===== src/rtl/id_scoreboard_ctrl.sv =====
// id_scoreboard_ctrl
// Issue controller for the ID stage of a 5-stage pipeline. It keeps a 3-slot
// shadow of in-flight register writes (ID/EX, EX/MEM, MEM/WB), stalls the
// front end on read-after-write hazards and redirects on taken control
// transfers. It also counts stall cycles and flags stall deadlock.
//
// Parameters
//   WB_BYPASS    1: register file is write-through, so the WB slot never stalls
//   MAX_STALL    consecutive stall cycles that set the sticky hang flag
// Ports
//   Clk, Rst                 clock, synchronous active-high reset
//   IF_ID_Valid              IF/ID holds a real instruction
//   IF_ID_Rs/Rt, UsesRs/Rt   source registers and their read enables
//   IF_ID_Rd, IF_ID_RegWrite destination register and its write enable
//   branch, jump, jumpReg    taken control transfer resolved in ID
//   PCWrite, IF_ID_Write     front-end load enables (combinational)
//   control                  1 passes decode to ID/EX, 0 inserts a bubble
//   IF_ID_flush              zero IF/ID at the next edge
//   busy_mask                per-register pending flags, bit 0 always 0
//   stall_count              saturating total of stall cycles
//   hang                     sticky deadlock flag
module id_scoreboard_ctrl #(
    parameter bit          WB_BYPASS = 1'b0,
    parameter int unsigned MAX_STALL = 4
) (
    input  logic        Clk,
    input  logic        Rst,
    input  logic        IF_ID_Valid,
    input  logic [4:0]  IF_ID_Rs,
    input  logic [4:0]  IF_ID_Rt,
    input  logic        IF_ID_UsesRs,
    input  logic        IF_ID_UsesRt,
    input  logic [4:0]  IF_ID_Rd,
    input  logic        IF_ID_RegWrite,
    input  logic        branch,
    input  logic        jump,
    input  logic        jumpReg,
    output logic        PCWrite,
    output logic        IF_ID_Write,
    output logic        control,
    output logic        IF_ID_flush,
    output logic [31:0] busy_mask,
    output logic [15:0] stall_count,
    output logic        hang
);

    localparam int unsigned RegW   = 5;
    localparam int unsigned NumReg = 32;
    localparam int unsigned CntW   = 16;
    localparam int unsigned RunW   = 8;

    typedef struct packed {
        logic            v;
        logic [RegW-1:0] rd;
    } slot_t;

    typedef enum logic [1:0] {
        ST_RUN      = 2'd0,
        ST_STALL    = 2'd1,
        ST_REDIRECT = 2'd2
    } state_e;

    state_e              state_q, state_d;
    slot_t               ex_q, mem_q, wb_q;
    slot_t               ex_d;
    logic [CntW-1:0]     stall_cnt_q, stall_cnt_d;
    logic [RunW-1:0]     run_cnt_q, run_cnt_d;
    logic                hang_q, hang_d;

    logic [NumReg-1:0]   pend_mask;
    logic                valid_eff;
    logic                raw;
    logic                issue;
    logic                ctl;

    // Pending-write mask; register 0 is never pending.
    always_comb begin
        pend_mask = '0;
        for (int unsigned r = 1; r < NumReg; r++) begin
            pend_mask[r] = (ex_q.v  && (ex_q.rd  == RegW'(r))) ||
                           (mem_q.v && (mem_q.rd == RegW'(r))) ||
                           (!WB_BYPASS && wb_q.v && (wb_q.rd == RegW'(r)));
        end
    end

    assign busy_mask = pend_mask;

    // Hazard detection; jumpReg always reads Rs to obtain its target.
    always_comb begin
        valid_eff = IF_ID_Valid && (state_q != ST_REDIRECT);
        raw       = valid_eff &&
                    (((IF_ID_UsesRs || jumpReg) && pend_mask[IF_ID_Rs]) ||
                     (IF_ID_UsesRt && pend_mask[IF_ID_Rt]));
        issue     = valid_eff && !raw;
        ctl       = issue && (branch || jump || jumpReg);
    end

    // Next state and front-end control.
    always_comb begin
        state_d     = state_q;
        PCWrite     = 1'b1;
        IF_ID_Write = 1'b1;
        control     = 1'b0;
        IF_ID_flush = 1'b0;

        case (state_q)
            ST_RUN, ST_STALL: begin
                if (raw) begin
                    state_d = ST_STALL;
                end else if (ctl) begin
                    state_d = ST_REDIRECT;
                end else begin
                    state_d = ST_RUN;
                end
            end
            ST_REDIRECT: state_d = ST_RUN;
            default:     state_d = ST_RUN;
        endcase

        if (raw) begin
            PCWrite     = 1'b0;
            IF_ID_Write = 1'b0;
            control     = 1'b0;
            IF_ID_flush = 1'b0;
        end else if (ctl) begin
            PCWrite     = 1'b1;
            IF_ID_Write = 1'b0;
            control     = 1'b1;
            IF_ID_flush = 1'b1;
        end else if (issue) begin
            PCWrite     = 1'b1;
            IF_ID_Write = 1'b1;
            control     = 1'b1;
            IF_ID_flush = 1'b0;
        end

        // Hold the front end and clear IF/ID while reset is asserted.
        if (Rst) begin
            PCWrite     = 1'b0;
            IF_ID_Write = 1'b0;
            control     = 1'b0;
            IF_ID_flush = 1'b1;
        end
    end

    // Shadow-pipeline insertion; writes to r0 never occupy a slot.
    always_comb begin
        ex_d.v  = issue && IF_ID_RegWrite && (IF_ID_Rd != '0);
        ex_d.rd = IF_ID_Rd;
    end

    // Stall statistics and deadlock detection.
    always_comb begin
        stall_cnt_d = stall_cnt_q;
        run_cnt_d   = '0;
        hang_d      = hang_q;
        if (raw) begin
            if (stall_cnt_q != {CntW{1'b1}}) begin
                stall_cnt_d = stall_cnt_q + CntW'(1);
            end
            run_cnt_d = (run_cnt_q == {RunW{1'b1}}) ? run_cnt_q : run_cnt_q + RunW'(1);
            if ((32'(run_cnt_q) + 32'd1) >= 32'(MAX_STALL)) begin
                hang_d = 1'b1;
            end
        end
    end

    // State, slot and counter registers.
    always_ff @(posedge Clk) begin
        if (Rst) begin
            state_q     <= ST_RUN;
            ex_q        <= '0;
            mem_q       <= '0;
            wb_q        <= '0;
            stall_cnt_q <= '0;
            run_cnt_q   <= '0;
            hang_q      <= 1'b0;
        end else begin
            state_q     <= state_d;
            wb_q        <= mem_q;
            mem_q       <= ex_q;
            ex_q        <= ex_d;
            stall_cnt_q <= stall_cnt_d;
            run_cnt_q   <= run_cnt_d;
            hang_q      <= hang_d;
        end
    end

    assign stall_count = stall_cnt_q;
    assign hang        = hang_q;

endmodule

===== config.mk =====
export PLATFORM = sky130hd
export DESIGN_NAME = id_scoreboard_ctrl
export DESIGN_NICKNAME = d
export VERILOG_FILES = /design/src/rtl/id_scoreboard_ctrl.sv
export SDC_FILE = /design/constraint.sdc
export NUM_CORES = 1
export LEC_CHECK = 0
export ABC_CLOCK_PERIOD_IN_PS = 3680
export BUFFER_PORTS_ARGS = -buffer_cell sky130_fd_sc_hd__buf_2
export CAP_MARGIN = 20
export CORE_MARGIN = 4
export CORE_UTILIZATION = 55
export DETAILED_ROUTE_END_ITERATION = 10
export PLACE_DENSITY_LB_ADDON = 0.1
export SYNTH_ARGS = -nofsm -noshare
export SYNTH_HDL_FRONTEND = slang
export SYNTH_SLANG_ARGS = --single-unit

===== constraint.sdc =====
create_clock -name Clk -period 3.68 [get_ports Clk]
set_input_delay 0.184 -clock Clk [delete_from_list [all_inputs] [get_ports Clk]]
set_output_delay 0.184 -clock Clk [all_outputs]
set_load 0.02 [all_outputs]

==> results.ini <==
[sta]
tns_ns=0
fin_skew_ns=0.00826
fin_crit_ns=3.44
timing.fmax_mhz=290
slew_violations=0
finalHoldViolCount=0
worstMarginPinSlew_ns=0.721
finalSetupViolCount=0
rsz0062_at_grt=false
max_slew_margin=0.519
fin_crit_sh=0.936

[cells_and_area]
num-nets-final=534
antenna_cells=0
multi_input_area_mm2=0.00248
design_area_mm2=0.00404
seqCellArea_um2=902
synthToLayoutAreaGrowth_pct=13.8
fillerInstances=571
drive_above_1_share=0.224

[critical_path]
cp-start-kind=flip-flop
end_kind=output pin
cp.arrival_ns=3.26
r2r_cells=9
worst-endpoint-required_ns=3.50
rrSetupSlack_ns=0.36
cp_max_fo=9
reg2reg_to=stall_count[10]
critPathKind=flip-flop to output pin
rr_startpoint=wb_q[5]

[clocking]
clock_path_buffers=2
h-tree-depth=2
root_buffer=clkbuf_8
cts_tree=yes
cts_made_buffers=5
clk_pin_slew_ns=0.09
cts.sink_count=45
clk_latency_ns=0.31

[floorplanning]
boundaryPins=77
placeableCoreArea_mm2=0.00631
fp.dieH_um=88.3
start_util=0.562
num_rows=29
die_w_um=88.3
die_area_mm2=0.00780

[logic_synthesis]
synth_xor_area_frac=0.00987
syn-cell-area_mm2=0.00355
synth_top_family_by_area=simple AND/OR/NAND/NOR gates
synth-compound-area-share=0.258
ys_top_cells_by_area=dfxtp_1, nor2b_1, a21oi_1
syn_inst=455
yosys.area_share.simple=0.382
synthArstFlopShare=0
ys_seq_elements=45
synth-main-ff-cell=dfxtp_1
syn_area_per_cell_um2=7.80
yosys.area.top_type=dfxtp_1
syn_nets=482
synth_top_cell_area_share=0.254
synthDistinctLibCells=76
synth_fa_ha_area_frac=0.0106
yosys_warnings=0
synthMuxAreaShare=0.0367
synth_edf_count=0
synth_seq_area_share=0.254

[hold_path]
hold_depth=2
hold_path.class=input port to flip-flop
min_delay_worst_endpoint=ex_q[3]
worstHoldStart=IF_ID_Rd[3]

[grt]
grt_use_total=0.305
antenna_found_initial=0
grt_pass1_wl_um=18400
grt_pass1_vias=3680
overflow=0
grt_max_degree=42

[route]
routed_via_density=6.82
dr.pass1.iters=7
first_iter_violations=469
drt-wirelength-per-cell_um=19.9
ant_nets=0
drc=0
routed_wl_um=11700
via_count=3990

[power_and_ir_drop]
powerDensity_mw_per_mm2=269
seq_power_share=0.479
ir_worst_vdd_v=0.000351
p_int_uw=773
clkPwrFrac=0.360
comb_power_share=0.160
power_leakage_uw=0.00170
power_switching_uw=313
sw_frac_of_total=0.288

[placed_design]
placed_cell_area_mm2=0.00391
port_buffers=75
gp_congestion=1.05
dpl.hpwl_um=8840

[run_status]
status=completed

[run]
maxCapViolCount=0

registers in the layout, indices dropped and copies added, names as in the netlist:
name	count
ex_q	6
hang	1
mem_q	6
run_cnt_q	8
stall_count	16
state_q	2
wb_q	6
cell usage after synthesis (13+ instances only):
cell	count
a21oi_1	24
clkbuf_1	27
dfxtp_1	45
nand2_1	24
nand3_1	23
nor2_1	32
nor2b_1	24
nor3_1	16
o21ai_0	14
o22ai_1	13
critical path, cell delays in order (launching register included):
cell	delay [ns]
dfxtp_1	0.48
nand2b_2	0.29
o22ai_1	0.11
a21o_1	0.23
mux4_2	0.48
or3_1	0.34
and4bb_1	0.25
a22oi_1	0.27
nor3b_2	0.30
buf_2	0.21
per-layer routing:
| layer | track usage | share of wire | vias up |
|---|---|---|---|
| met5 | 0 | 0 | - |
| met4 | 0.201 | 0.056 | 0 |
| met3 | 0.0549 | 0.11 | 54 |
| met2 | 0.475 | 0.45 | 262 |
| met1 | 0.385 | 0.38 | 1813 |
| li1 | - | - | 1861 |
worst max-delay path by stage:
stage | from | endpoint
after global routing | mem_q[0] | control
final | mem_q[0] | control
after CTS | mem_q[0] | control
after detailed placement | mem_q[0] | control
after global placement | mem_q[0] | control
after floorplan | ex_q[4] | stall_count[10]
cells in the final DEF (no fill, tap or decap), drive strengths merged, types with 8 or more instances in the layout:
cell,synthesis,routed
dfxtp,45,45
nand3,23,23
and3,10,10
nor2,32,32
buf,6,78
nand2,24,24
or2,10,10
o22a,12,12
or4,9,9
nand4,9,9
nand2b,12,12
o22ai,14,14
a21oi,24,24
inv,10,11
o31ai,12,12
o21ai,16,16
nor2b,24,24
nand4b,8,8
nor3,16,16
or3,9,9
stage by stage:
step / total power (µW) / worst slack (ns) / util / std cells / hold WS, ns
floorplan: 648 / 0.439 / - / 455 / 0.312
detailed placement: 700 / 0.376 / 0.619 / 577 / 0.409
CTS: 1090 / 0.0168 / 0.638 / 585 / 0.0828
finish: 1090 / 0.237 / 0.640 / 585 / 0.0899
global route: 1140 / 0.0819 / 0.640 / 585 / 0.0853
global placement: 698 / 0.363 / 0.619 / 577 / 0.405
logic make-up (layout without fill, tap and decap cells):
kind of cell / after synthesis / in the layout
buffers and inverters: 43 / 96
multiplexers: 10 / 10
XOR/XNOR: 4 / 4
adder cells (fa/ha/maj): 3 / 3
AND/OR/NAND/NOR: 222 / 222
AO/OA/AOI/OAI: 127 / 127
flip-flops: 45 / 45
other: 1 / 1
what timing repair did:
item / CTS / global route
resized for setup: 0 / 3
hold endpoints to repair: 0 / 0
setup endpoints to repair: 0 / 1
hold buffers: 0 / 0
buffers inserted: 0 / 0
power by group through the flow:
stage	Combinational, µW	Sequential (µW)	Clock, µW
global placement	169	529	0
global route	191	523	422
detailed placement	170	531	0
CTS	170	519	400
floorplan	126	522	0
finish	174	521	392
final cells by class:
| class | instances | area share |
|---|---|---|
| Clock buffer | 5 | 0.0170 |
| Sequential cell | 45 | 0.223 |
| Multi-Input combinational cell | 367 | 0.615 |
| Clock inverter | 3 | 0.0124 |
| Timing Repair Buffer | 78 | 0.0985 |
| Inverter | 10 | 0.00930 |
| Tap cell | 77 | 0.0239 |
Note: power is estimated with default switching activity, not from simulation.
